**src/rtl/branch_pc_unit.sv**
```systemverilog
// branch_pc_unit
//   Execute-stage branch resolution and PC ownership for the 3-stage core.
//   Decodes the branch condition from funct3 and the comparator flags,
//   drives BrUn back to the comparator, holds the fetch PC and issues the
//   fetch-stage kill whenever execute redirects the PC.
//
// Ports
//   clk, rst      clock, synchronous active-high reset
//   stall         hold PC/state; no redirect this cycle
//   ex_valid      execute instruction is live
//   br_valid      execute instruction is a conditional branch
//   jump          execute instruction is JAL/JALR
//   br_funct3     branch funct3
//   BrEq, BrLt    comparator flags
//   target        ALU-computed branch/jump target
//   BrUn          to comparator: 1 = unsigned compare
//   pc_if         registered fetch PC
//   if_valid      registered fetch-valid
//   pc_sel        redirect taken this cycle (combinational)
//   kill_if       squash fetch instruction (same as pc_sel)
//   br_illegal    one-cycle pulse: funct3 010/011 on a live branch
//   misalign      one-cycle pulse: redirect target bit1 set
//
// Optional: define BRANCH_PERF_EN to add perf_br / perf_taken counters.

module branch_pc_unit #(
   parameter logic [31:0] RESET_PC = 32'h0000_0000
) (
   input  logic        clk,
   input  logic        rst,
   input  logic        stall,
   input  logic        ex_valid,
   input  logic        br_valid,
   input  logic        jump,
   input  logic [2:0]  br_funct3,
   input  logic        BrEq,
   input  logic        BrLt,
   input  logic [31:0] target,
   output logic        BrUn,
   output logic [31:0] pc_if,
   output logic        if_valid,
   output logic        pc_sel,
   output logic        kill_if,
   output logic        br_illegal,
`ifdef BRANCH_PERF_EN
   output logic [31:0] perf_br,
   output logic [31:0] perf_taken,
`endif
   output logic        misalign
);

   typedef enum logic {BOOT, RUN} state_t;

   state_t      state;
   logic        cond;
   logic        legal;
   logic        want;
   logic        run_go;
   logic [31:0] tgt;

   // BrUn must be valid in the same cycle the comparator evaluates,
   // so it comes straight from funct3 with no qualification.
   assign BrUn = br_funct3[1];

   always_comb begin
      cond  = 1'b0;
      legal = 1'b1;
      case (br_funct3)
         3'b000:  cond = BrEq;
         3'b001:  cond = !BrEq;
         3'b100:  cond = BrLt;
         3'b101:  cond = !BrLt;
         3'b110:  cond = BrLt;
         3'b111:  cond = !BrLt;
         default: begin
            cond  = 1'b0;
            legal = 1'b0;
         end
      endcase
   end

   // JALR semantics: bit0 of the target is always dropped.
   assign tgt    = target & ~32'h1;
   assign want   = ex_valid & ((br_valid & cond) | jump);
   assign run_go = (state == RUN) & !stall;
   // A target with bit1 set is not a legal fetch address; the redirect is
   // suppressed and the core traps on the misalign pulse instead.
   assign pc_sel  = want & run_go & !tgt[1];
   assign kill_if = pc_sel;

   always_ff @(posedge clk) begin
      if (rst) begin
         state      <= BOOT;
         pc_if      <= RESET_PC;
         if_valid   <= 1'b0;
         br_illegal <= 1'b0;
         misalign   <= 1'b0;
      end else begin
         br_illegal <= 1'b0;
         misalign   <= 1'b0;
         case (state)
            BOOT: begin
               // First fetch uses RESET_PC itself, so the PC is not bumped here.
               state    <= RUN;
               if_valid <= 1'b1;
            end
            RUN: begin
               if (!stall) begin
                  if_valid   <= 1'b1;
                  pc_if      <= pc_sel ? tgt : pc_if + 32'd4;
                  br_illegal <= ex_valid & br_valid & !jump & !legal;
                  misalign   <= want & tgt[1];
               end
            end
            default: state <= BOOT;
         endcase
      end
   end

`ifdef BRANCH_PERF_EN
   logic br_count;
   assign br_count = run_go & ex_valid & br_valid & !jump & legal;

   always_ff @(posedge clk) begin
      if (rst) begin
         perf_br    <= 32'd0;
         perf_taken <= 32'd0;
      end else if (br_count) begin
         perf_br <= perf_br + 32'd1;
         if (cond && !tgt[1])
            perf_taken <= perf_taken + 32'd1;
      end
   end
`endif

endmodule

```
**config.mk**
```make
export PLATFORM = sky130hd
export DESIGN_NAME = branch_pc_unit
export DESIGN_NICKNAME = d
export VERILOG_FILES = /design/src/rtl/branch_pc_unit.sv
export SDC_FILE = /design/constraint.sdc
export NUM_CORES = 1
export LEC_CHECK = 0
export CAP_MARGIN = 20
export CORE_ASPECT_RATIO = 2
export CORE_UTILIZATION = 37
export CTS_CLUSTER_SIZE = 25
export DETAILED_ROUTE_END_ITERATION = 10
export PLACE_DENSITY = 0.71
export SETUP_SLACK_MARGIN = 0.4
export SLEW_MARGIN = 10
export SYNTH_ARGS = -nofsm -noshare
export SYNTH_HDL_FRONTEND = slang
export SYNTH_SLANG_ARGS = --single-unit
```
**constraint.sdc**
```tcl
create_clock -name clk -period 5.6 [get_ports clk]
set_input_delay 0.56 -clock clk [delete_from_list [all_inputs] [get_ports clk]]
set_output_delay 0.56 -clock clk [all_outputs]
set_load 0.05 [all_outputs]
```
Word-level counts from Yosys, hierarchy flattened
Cells that the tools add are included.
W data, S select, Z words.
Operators by class
  mux-type cells: 6
  add/subtract/negate cells: 1
  bitwise logic cells: 12
  reduce and logical (&&, ||, !) cells: 12
  equality and inequality tests: 6
Operator list (count)
  $add A32 B3 Y32 const B: 1
  $mux W32: 1
  $eq A3 B3 Y1 const B: 4
  $and A1 B1 Y1: 9
  $logic_not A1 Y1: 6
  $reduce_or A6 Y1: 1
  $pmux W1 S4: 1
  $reduce_or A2 Y1: 2
  $eq A3 B1 Y1 const B: 1
  $logic_not A3 Y1: 1
  $mux W1: 3
  $reduce_or A3 Y1: 1
  $ne A2 B2 Y1 const B: 1
  $not A1 Y1: 2
  $pmux W1 S2: 1
  $reduce_and A2 Y1: 1
  $or A1 B1 Y1: 1
Word-level totals
  register bits: 36
  input bits: 43
  logic and storage cells: 42

Longest topological paths before layout
Gate-level depths: netlist of run 1.
  word-level depth: 9
  gate-level depth with buffers: 7
  mapped depth without buffers: 6

Worst setup path before layout of run 1
Ideal clock, no wire load.
  path kind: input port to output port
  start: input br_funct3[1]
  end: output pc_sel
  slack: 2.361 ns
  arrival time: 2.679 ns
  buffers on the path: 1
  stages: 4
  cells stage by stage: nor3b_1 > a221oi_2 > nor3_1 > buf_4
On the way
  longest elaborated chain between the ends: 8
RTL lines
  from (decl): line 35  | input logic [2:0] br_funct3,
  $eq A3 B3 Y1: line 68  | case (br_funct3)
  $reduce_or A2 Y1 (no source line)
  $pmux W1 S4 (*): line 68
  $and A1 B1 Y1 (*): line 84  | assign want = ex_valid & ((br_valid & cond) | jump);
  $or A1 B1 Y1 (*): line 84
  $and A1 B1 Y1 (*): line 84
  $and A1 B1 Y1 (*) (2 in a row): line 88  | assign pc_sel = want & run_go & !tgt[1];
  to (decl): line 42  | output logic pc_sel,
Every way passes the cells marked *; elsewhere a longest branch is shown, timed or not.

Worst setup path after layout of run 1
  start: input br_valid
  end: output pc_sel
On the way
  longest elaborated chain between the ends: 5
RTL lines
  from (decl): line 33  | input logic br_valid,
  $and A1 B1 Y1: line 84
  $or A1 B1 Y1: line 84
  $and A1 B1 Y1: line 84
  $and A1 B1 Y1 (2 in a row): line 88
No other way between the ends.

==> results of run 1 <==
[cells in the mapped netlist (3+ instances only)]
cell type,n
sky130_fd_sc_hd__dfxtp_1,35
sky130_fd_sc_hd__a21oi_1,25
sky130_fd_sc_hd__clkbuf_1,17
sky130_fd_sc_hd__nand3_1,17
sky130_fd_sc_hd__nand2_1,15
sky130_fd_sc_hd__inv_1,14
sky130_fd_sc_hd__nand4_1,12
sky130_fd_sc_hd__o32ai_1,11
sky130_fd_sc_hd__a211oi_1,10
sky130_fd_sc_hd__nor3_1,10
sky130_fd_sc_hd__o21ai_0,10
sky130_fd_sc_hd__and3_1,9
sky130_fd_sc_hd__nor2_1,9
sky130_fd_sc_hd__a31oi_1,6
sky130_fd_sc_hd__nor2b_1,6
sky130_fd_sc_hd__buf_2,5
sky130_fd_sc_hd__mux2i_1,5
sky130_fd_sc_hd__o211ai_1,4
sky130_fd_sc_hd__or4_1,4
sky130_fd_sc_hd__and4_1,3
sky130_fd_sc_hd__buf_4,3
sky130_fd_sc_hd__nand2b_1,3
sky130_fd_sc_hd__nor3b_1,3
sky130_fd_sc_hd__nor4_1,3
sky130_fd_sc_hd__o31a_1,3
[registers in the layout (all words and copies together), names as in the netlist]
signal      flops
br_illegal      1
if_valid        1
misalign        1
pc_if          31
state           1
[layout make-up]
| class | count | area (um^2) |
|---|---|---|
| tap | 63 | 78.8 |
| multi-input combinational | 211 | 1390 |
| sequential | 35 | 701 |
| timing repair buffer | 84 | 826 |
| inverter | 14 | 52.6 |
| clock buffer | 6 | 129 |
| fill | 586 | 2830 |
[stage by stage]
| step | worst slack (ns) | hold WS [ns] |
|---|---|---|
| floorplan | 2.36 | 0.445 |
| global placement | 1.84 | 0.449 |
| detailed placement | 1.75 | 0.456 |
| CTS | 1.74 | 0.466 |
| global route | 1.63 | 0.500 |
| finish | 1.76 | 0.459 |
[worst max-delay path, stage by stage]
cell and delay [ns]:
sky130_fd_sc_hd__clkdlybuf4s50_1 0.49, sky130_fd_sc_hd__nor3b_1 0.34, sky130_fd_sc_hd__a221oi_2 0.27, sky130_fd_sc_hd__nor3_1 0.68, sky130_fd_sc_hd__clkdlybuf4s50_1 0.94
[worst paths after layout]
check,start,endpoint
setup / recovery,br_valid,pc_sel
hold reg to reg,if_valid,if_valid
setup reg to reg,pc_if[2],pc_if[30]
hold / removal,if_valid,if_valid
[per-layer routing]
layer	routed length [um]	up-vias	GRT usage
li1	-	1230	-
met1	2730	1184	0.238
met2	3950	111	0.419
met3	421	20	0.0366
met4	253	0	0.130
met5	0	-	0
[power by group through the flow]
stage | logic, mW | clock network, mW | registers, mW
finish | 0.131 | 0.259 | 0.266
global route | 0.139 | 0.267 | 0.267
CTS | 0.131 | 0.260 | 0.266
detailed placement | 0.130 | 0 | 0.271
global placement | 0.129 | 0 | 0.271
floorplan | 0.0517 | 0 | 0.292
[cells by family (layout without fill, tap and decap cells)]
logic type / count (synthesis) / count (layout) / synth area share
muxes: 6 / 6 / 0.0268
other: 1 / 1 / 0.00164
AOI/OAI and AO/OA: 95 / 95 / 0.294
xor gates and xnor gates: 2 / 2 / 0.00766
DFF: 35 / 35 / 0.306
and+or+nand+nor: 106 / 106 / 0.271
adders and majority gates: 1 / 1 / 0.00547
buffers and inverters: 41 / 104 / 0.0875
==> summary by stage, run 1 <==
Clock network
The clock net in this run drives a total of 35 sinks. For the worst-skew pair, the clock arrives at the later sink with an insertion delay of 0.28 ns. The count of hold-fix buffers inserted at cts is 0. The post-cts sizing count is 0.

The clock passes through at most 2 buffers. The clock buffer count from CTS is 5. The TritonCTS clock tree is built.

The root buffer cell chosen for the clock tree is sky130_fd_sc_hd__clkbuf_16. The clock tree synthesis step divided the H-tree into 2 levels. The clock input transition at the sequential cells of the worst setup and hold paths is around 0.050 ns.

The number of setup buffers added after CTS is 0.

Pwr
The maximum vdd drop is 0.000186 V. The switching part of the total power is 0.280. Summed over all cells, the static leakage comes to approximately 1.0 nW. Of the total power, combinational logic draws 0.200. The share of power burned in registers is 0.405. In this run the power density over the cells is 207 mW/mm^2. The internal power summed over all cells is around 0.47 mW. For this design the total switching power over the nets is 0.184 mW.

Of the total power, the clock network draws 0.395. The overall power of the completed layout is 0.657 mW.

Finish
The post-route core utilization is 0.529. Leaving out fill and tap cells, the most frequent cell in the layout is sky130_fd_sc_hd__clkdlybuf4s50_1. The count of inserted antenna diode cells is 0. The net count of the finished layout is 395. In the layout the commonest cells are 78 x sky130_fd_sc_hd__clkdlybuf4s50_1, 35 x sky130_fd_sc_hd__dfxtp_1, 25 x sky130_fd_sc_hd__a21oi_1.

The area of all placed cells without fillers is between 0.003 and 0.004 mm^2. The area growth from synthesis to layout is 38.7%. Of the cells placed in the final design, the portion with a size suffix greater than 1 is 0.0629. The final cell count without fillers is slightly above 400.

Routing
The via count is 2545. Once detail routing completed, the nets flagged for antenna violations numbered 0. The pre-antenna-repair detailed-routing pass consisted of 7 iterations. In this run, the number of DRC markers left after iteration 0 of detailed routing was 90. The mean routed wirelength per cell is 17.8 um. The ratio of routed vias to standard cells is between 6 and 7. The wire length after detailed routing is approximately 7.4 mm. The post-route DRC violation count is 8.

Place
The number of placed instances, taps included, is 407. The congestion estimate from routability-driven global placement came to 0.863. The standard cell area after detailed placement is 0.00305 mm^2. After legalization and detailed placement, the total HPWL measured roughly 5.2 mm. The number of buffers inserted by port buffering is 78.

STA
Of the available clock period, the critical path in the final layout requires 0.686. Setup repair after global routing left no endpoint under its margin. The worst slew margin relative to its limit is 0.347.

The routed design could run at a clock period as short as 3.84 ns. The hold violation count in the final report is 0. The timing-limited maximum frequency is 260 MHz.

The setup violation total in the final timing report is 0. The actual transition at the worst max-transition pin is 0.980 ns. The setup TNS is 0 ns. The worst clock skew is 0.00474 ns. The count of pins over their slew limit is 0.

Global routing
The global routing usage summed across all routing layers is 0.229. The first-pass GRT wire length is 11.7 mm. Global routing finished with a remaining overflow of 0. The number of global-route vias before repair is 2530. The initial antenna violation count is 0. Entering global routing, the biggest net connects 32 pins.

Hold path
The class of the most critical hold timing path is reg -> reg. Along the worst hold path, the cell count comes to 2.

Yosys
The number of synthesis warnings is 0. The dominant cell type by area after synthesis is sky130_fd_sc_hd__dfxtp_1. By area the synthesized netlist is led by sky130_fd_sc_hd__dfxtp_1 31%, sky130_fd_sc_hd__a21oi_1 5.5%, sky130_fd_sc_hd__o32ai_1 4.2%. The number of different library cells used by synthesis comes to 60.

The number of enable flip-flop cells after synthesis is 0. The proportion of synthesized chip area in sequential cells is 0.306. A synthesized cell averages 7.97 um^2. The number of nets in the synthesized netlist is 331. The post-synthesis register bit count is 35. Counting flops with an async set or reset pin after synthesis yields a share of 0. The share of synthesized area in the top cell type comes to 0.306. After synthesis the cells add up to 0.00229 mm^2. Synthesis handed over a netlist of 287 instances.

For this run, the leading register cell type out of synthesis is sky130_fd_sc_hd__dfxtp_1.

Critical path
In this run the register-to-register setup slack is 3.26 ns. The kind of start point of the critical path is an input pin. Data on the critical path is required at its endpoint by 5.04 ns.

The critical path is of the in -> out type. The endpoint kind of the worst setup timing path is an output port. Counting cells, the worst reg-to-reg path comes to 6. Along the worst path, the maximum fanout reaches 13. The data arrival time at the worst-slack endpoint is 3.28 ns.

Floorplanning
The horizontal die dimension is 57.6 um. After floorplanning, the core was divided into 40 placement rows. After floorplanning, the core was sized to cover 0.00601 mm^2.

The die boundary height is 113 um. For this configuration, the core starts out at a cell density of 0.381. The overall die area is 0.00652 mm^2. The boundary pin count is 81.

Flow run
The number of max-cap violations is 0.

Status
The final reports fail on DRC. The flow ran to the end, but the final reports show violations.
(Power assumes the default switching activity.)
==> inputs of run 2 (changes only) <==
PLACE_DENSITY = 0.74   (was 0.71)
clock period = 3.15 ns   (was 5.6 ns; I/O delays follow)
==> run 2 against run 1 <==
Against the previous run: the flow still finishes with violations (DRC); via count is 2.0% higher; die area stayed put; critical endpoint unchanged; cell count is 0.97% higher; non-clock buffer count is 4 higher; power is 78% higher; core utilization is 0.83 points higher; design area is 1.6% higher; worst setup slack worse by 0.97 ns; first-iteration DRC count is 41% higher; highest routed layer unchanged; count of clock-buffer cells in the layout stayed put; sequential power is 78% higher.
==> summary by stage, run 2 (synthesis results as in run 1) <==
STA
The final-layout worst hold slack is 0.466 ns (+0.00681 ns). The setup violation total in the final timing report is 0 (unchanged). The setup TNS is 0 ns (unchanged). The final worst-path cycle share is 0.749. Setup repair after global routing left no endpoint under its margin. The worst slew margin relative to its limit came to 0.504 (+0.157). Timing would allow up to 424 MHz. For the finished layout, the period the worst path requires is 2.36 ns. The worst clock skew is 0.00127 ns (-0.00347 ns).

The count of pins over their slew limit was 0 (unchanged). The actual transition at the worst max-transition pin came to 0.741 ns (-0.239 ns). The hold violation count in the final report is 0 (unchanged).

Pwr
The power per cell area was 363 mW/mm^2 (+75%). The total leakage power is 1.08 nW (+2.8%). The maximum vdd drop is 0.000205 V (+10%).

Flow run
The number of max-cap violations was 0 (unchanged).

Critical path
The cell type of the slowest stage on the worst timing path is sky130_fd_sc_hd__clkdlybuf4s50_1. The largest fanout of any net on the critical path is 12 (-1). The number of cells on the worst reg-to-reg path was 6 (unchanged). The maximum single-stage delay on the critical path is 0.48 ns (-0.46 ns). The required time at the endpoint of the critical path is 2.83 ns (-2.21 ns). STA classifies the critical path startpoint as an input pin.

The endpoint kind of the worst setup timing path is an output port. The cell repeated most along the worst path is sky130_fd_sc_hd__buf_4. The cell depth of the worst setup path is 7 (+2).

The data arrival time at the worst-slack endpoint is 2.05 ns (-1.23 ns). The worst setup path is of the in -> out kind. The buffers plus inverters on the worst setup path is 4 (+2). The signal on the critical path passes through clkdlybuf4s50_1 -> nor3b_1 -> a221oi_2 -> buf_4 -> nor3_1 -> buf_4 -> buf_12. Among cell families on the critical path, the largest total delay comes from buffers and inverters.

Finish
Ranked by flip-flop count, first place goes to pc_if. The final cell count without fillers is 417 (+0.97%). Leaving out fill and tap cells, the most frequent cell in the layout is sky130_fd_sc_hd__clkdlybuf4s50_1.

The number of flip-flops under the largest register name came to 31 (unchanged). Compared with the post-synthesis result, the final layout area differs by 40.9%. The filler cell count in the final layout is 566 (-3.4%). The area taken by flip-flops and latches is 701 um^2 (unchanged). The count of inserted antenna diode cells was 0 (unchanged). In the layout the commonest cells are 76 x sky130_fd_sc_hd__clkdlybuf4s50_1, 35 x sky130_fd_sc_hd__dfxtp_1, 25 x sky130_fd_sc_hd__a21oi_1.

The area of combinational cells with multiple inputs was 0.00139 mm^2 (unchanged). The number of nets in the layout is 399 (+1.0%). The fraction of layout instances using a drive strength above 1 is 0.0791 (+0.0162).

Place
The number of cells after detailed placement is 411 (+0.98%). The post-DP HPWL is 5.27 mm (+2.1%). The number of buffers inserted by port buffering is 78 (unchanged). The last weighted congestion value of the routability-driven placer is 0.878 (+1.7%).

Routing
The post-route DRC violation count is 7 (-1). The mean routed wirelength per cell is 18.0 um (+1.1%). The number of nets with antenna violations after routing came to 0 (unchanged).

The number of DRC markers in iteration 0 is 127 (+41%). The via count came to 2597 (+2.0%). The wire length after detailed routing came to 7.50 mm (+2.1%). The ratio of routed vias to standard cells is 6.23 (+1.1%). The first-pass iteration count of the detailed router is 9 (+2).

Status
The run finished, with violations left. The checks that failed: DRC.

Floorplanning
The site row count is 40 (unchanged). The boundary pin count is 81 (unchanged). The overall die area is 0.00652 mm^2 (unchanged).

The area of the placeable core was 0.00601 mm^2 (unchanged). The initial core utilization is 0.381 (unchanged). The horizontal die dimension is 57.6 um (unchanged). The die boundary height was 113 um (unchanged).

Clock network
The number of H-tree branching levels is 2 (unchanged). The number of setup buffers added after CTS is 0 (unchanged). TritonCTS built the clock tree.

The insertion delay to the later sink of the worst-skew pair is 0.28 ns (about the same). The clock input transition at the sequential cells of the worst setup and hold paths is 0.05 ns (about the same). The number of buffers on the longest clock path was 2 (unchanged).

The clock buffer count from CTS was 5 (unchanged). The count of hold-fix buffers inserted at cts is 0 (unchanged). The root buffer selected by CTS is sky130_fd_sc_hd__clkbuf_16. The total clock sinks is 35 (unchanged). The post-cts sizing count is 0 (unchanged).

Global routing
The global routing usage summed across all routing layers came to 0.236 (+0.00637). The initial antenna violation count is 0 (unchanged). The first-pass GRT wire length is 12.0 mm (+2.2%).

The total global routing overflow is 0 (unchanged). The number of global-route vias before repair is 2435 (-3.8%). The maximum number of pins on one net before global-route repair is 26 (-19%).

Hold path
The class of the most critical hold timing path is reg -> reg. The number of stages on the worst hold path is 2 (unchanged).
-- run 2: cell types whose count changed in the layout (fill, tap and decap cells not counted) --
cell                              before  now
sky130_fd_sc_hd__buf_4                 6   10
sky130_fd_sc_hd__clkdlybuf4s50_1      78   76
sky130_fd_sc_hd__buf_12                0    2
-- run 2: final cells by class --
cell class / count / share of cell area
tap: 63 / 0.0244
inverter: 14 / 0.0163
timing repair buffer: 88 / 0.272
clock buffer: 6 / 0.0400
sequential: 35 / 0.217
multi-input combinational: 211 / 0.430
-- run 2: where the power goes --
| group | total [mW] | switching [mW] | internal (mW) |
|---|---|---|---|
| clock network | 0.454 | 0.171 | 0.284 |
| registers | 0.473 | 0.0167 | 0.456 |
| logic | 0.242 | 0.137 | 0.105 |
-- run 2: through the flow --
step / setup slack (ns) / cell area (um^2) / utilization / power (mW)
after floorplan: 0.401 / 2290 / - / 0.611
final: 0.790 / 3220 / 0.537 / 1.17
after detailed placement: 0.581 / 3100 / 0.515 / 0.721
after global placement: 0.642 / 3100 / 0.515 / 0.718
after global routing: 0.620 / 3220 / 0.537 / 1.21
after CTS: 0.782 / 3220 / 0.537 / 1.18
-- run 2: path summary, 6_finish.rpt --
| kind | startpoint | endpoint | slack (ns) |
|---|---|---|---|
| max | br_valid | pc_sel | 0.79 |
| min | if_valid | if_valid | 0.47 |
| max reg2reg | pc_if[2] | pc_if[30] | 0.81 |
| min reg2reg | if_valid | if_valid | 0.47 |
-- run 2: layer usage --
layer / global-route usage / wire length, um / up-vias
met5: 0 / 0 / -
met4: 0.107 / 193 / 0
met3: 0.0309 / 392 / 20
met2: 0.426 / 4000 / 100
met1: 0.264 / 2910 / 1237
li1: - / - / 1240
-- run 2: worst register-to-register path, cell delays in order, from the launching register on --
cell and delay (ns):
sky130_fd_sc_hd__dfxtp_1 0.41, sky130_fd_sc_hd__ha_1 0.24, sky130_fd_sc_hd__nand3_1 0.29, sky130_fd_sc_hd__nor4_4 0.60, sky130_fd_sc_hd__nand4_1 0.15, sky130_fd_sc_hd__mux2_2 0.29
sky130_fd_sc_hd__o221a_2 0.26
==> inputs of run 3 (changes only) <==
PLACE_DENSITY = 0.71   (was 0.74)
clock period = 2.4 ns   (was 3.15 ns; I/O delays follow)
==> run 3 against run 2 <==
Against the previous run: the flow still finishes with violations (DRC); die area did not move; cell count rose by 4.1%; clock skew rose by 0.0060 ns; register-to-register slack got worse by 0.28 ns; critical path depth did not move; sequential power rose by 30%; worst hold slack improved by 0.0052 ns; design area rose by 10%; critical endpoint is now kill_if; largest power group is now clock; highest routed layer unchanged.
==> summary by stage, run 3 (synthesis results as in run 1) <==
Clock network
TritonCTS built the clock tree. The clock buffer count from CTS is 5 (unchanged). The number of buffers on the longest clock path is 2 (unchanged).

The clock input transition at the sequential cells of the worst setup and hold paths is 0.06 ns (about the same). The root buffer selected by CTS is sky130_fd_sc_hd__clkbuf_16. The number of H-tree branching levels is 2 (unchanged). The total clock sinks came to 35 (unchanged).

The insertion delay to the later sink of the worst-skew pair is 0.29 ns (about the same).

Place
The last weighted congestion value of the routability-driven placer is 0.886 (+0.91%). The standard cell area after detailed placement is 0.00323 mm^2 (+4.4%). The pre-CTS setup slack is 0.191 ns (-0.390 ns).

The number of buffers inserted by port buffering is 78 (unchanged). The post-DP HPWL is 5.60 mm (+6.3%). The number of cells after detailed placement is 420 (+2.2%).

Floorplanning
The initial core utilization is 0.381 (unchanged). The area of the placeable core is 0.00601 mm^2 (unchanged). The horizontal die dimension is 57.6 um (unchanged). The die boundary height came to 113 um (unchanged).

The site row count is 40 (unchanged). The overall die area was 0.00652 mm^2 (unchanged). The boundary pin count is 81 (unchanged).

Global routing
The first-pass GRT wire length is 12.4 mm (+3.8%). The initial antenna violation count was 0 (unchanged). The total global routing overflow is 0 (unchanged).

The maximum number of pins on one net before global-route repair is 19 (-27%). The number of global-route vias before repair came to 2572 (+5.6%). The global routing usage summed across all routing layers is 0.247 (+0.0114).

Finish
The top cell types in the final layout, fill and taps aside, are 75 x sky130_fd_sc_hd__clkdlybuf4s50_1, 25 x sky130_fd_sc_hd__a21oi_1, 23 x sky130_fd_sc_hd__buf_4. The area of all placed cells without fillers came to 0.00355 mm^2 (+10%). The register ranked first by flip-flop count is pc_if. The post-route core utilization is 0.591 (+0.0537).

The library cell used most frequently in the layout, excluding fill and tap cells, is sky130_fd_sc_hd__clkdlybuf4s50_1. The final cell count without fillers was 434 (+4.1%). The area growth from synthesis to layout is 55.0%. The count of inserted antenna diode cells was 0 (unchanged). The number of nets in the layout is 414 (+3.8%).

The fraction of layout instances using a drive strength above 1 is 0.208 (+0.128). The number of flip-flops under the largest register name is 31 (unchanged).

Critical path
The critical path goes through clkdlybuf4s50_1 -> nor3b_2 -> a221oi_2 -> buf_4 -> nor3_4 -> buf_12 -> buf_12. The data arrival time at the worst-slack endpoint is 1.68 ns (-0.37 ns). STA classifies the critical path endpoint as an output port.

The required time at the endpoint of the critical path is 2.16 ns (-0.67 ns). The largest fanout of any net on the critical path came to 5 (-7). The worst setup path category is in -> out.

The cell repeated most along the worst path is sky130_fd_sc_hd__buf_12. The maximum single-stage delay on the critical path is 0.50 ns (+0.02 ns). On the critical path, the stage with the largest delay is an instance of sky130_fd_sc_hd__clkdlybuf4s50_1. The kind of start point of the critical path is an input pin.

Pwr
The total leakage power is 1.25 nW (+16%). The power per cell area is 489 mW/mm^2 (+35%). The maximum vdd drop is 0.000277 V (+35%).

Routing
The wire length after detailed routing is 8.11 mm (+8.1%). The via count is 2703 (+4.1%). The first-pass iteration count of the detailed router is 8 (-1). The number of DRC markers in iteration 0 is 190 (+50%). The ratio of routed vias to standard cells came to 6.23 (about the same). The mean routed wirelength per cell was 18.7 um (+3.9%). The post-route DRC violation count was 7 (unchanged). The number of nets with antenna violations after routing is 0 (unchanged).

STA
The clock period could shrink to 1.92 ns. The count of pins over their slew limit is 0 (unchanged). The setup violation total in the final timing report is 0 (unchanged). The hold violation count in the final report is 0 (unchanged). The worst clock skew is 0.00723 ns (+0.00596 ns). Based on the critical path, the design can be clocked at up to 520 MHz. The final worst setup slack is 0.478 ns (-0.312 ns). The worst slew margin relative to its limit is 0.632 (+0.128).

Setup repair after global routing left no endpoint under its margin. Of the available clock period, the critical path in the final layout requires 0.801. The setup TNS is 0 ns (unchanged). The actual transition at the worst max-transition pin is 0.550 ns (-0.191 ns).

Flow run
The number of max-cap violations is 0 (unchanged).

Status
The flow ran to the end, but the final reports show violations. The checks that failed: DRC.

Hold path
The worst hold path belongs to the class reg -> reg.
[run 3: path summary, 6_finish.rpt]
| path | cells after the start | startpoint | to | slack, ns |
|---|---|---|---|---|
| setup / recovery | 7 | br_valid | kill_if | 0.48 |
| hold / removal | 2 | if_valid | if_valid | 0.47 |
| setup reg to reg | 4 | pc_if[6] | pc_if[27] | 0.53 |
| hold reg to reg | 2 | if_valid | if_valid | 0.47 |
[run 3: timing repair]
item / 4_1_cts / 5_1_grt
pin swaps: 3 / 3
resized for setup: 6 / 9
setup buffers: 4 / 2
hold endpoints to repair: 0 / 0
setup endpoints to repair: 7 / 15
hold buffers: 0 / 0
[run 3: area by class of cell]
type	count	area (um^2)
clock buffers	7	175
clock inverters	1	6.26
fillers	559	2460
inverters	14	52.6
multi-input cells	211	1480
flip-flops and latches	35	742
well taps	63	78.8
repair buffers	103	1020
[run 3: layer usage]
metal / wire (um) / global-route usage / up-vias / part of all wire
li1: - / - / 1272 / -
met1: 2940 / 0.266 / 1260 / 0.36
met2: 4370 / 0.436 / 139 / 0.54
met3: 509 / 0.0343 / 32 / 0.063
met4: 293 / 0.158 / 0 / 0.036
met5: 0 / 0 / - / 0
[run 3: worst max-delay path, delay by kind of cell]
family,cells,cell delay (ns)
and+or+nand+nor,2,0.41
buffers and inverters,4,0.94
AOI/OAI and AO/OA,1,0.10
[run 3: through the flow]
step,power (mW),hold WS [ns]
CTS,1.74,0.474
floorplan,0.801,0.358
global route,1.78,0.488
finish,1.74,0.471
detailed placement,0.958,0.463
global placement,0.955,0.448
[run 3: report_power, final]
| group | switching, mW | total (mW) | internal (mW) |
|---|---|---|---|
| logic | 0.189 | 0.342 | 0.153 |
| registers | 0.0224 | 0.617 | 0.595 |
| clock network | 0.265 | 0.776 | 0.512 |
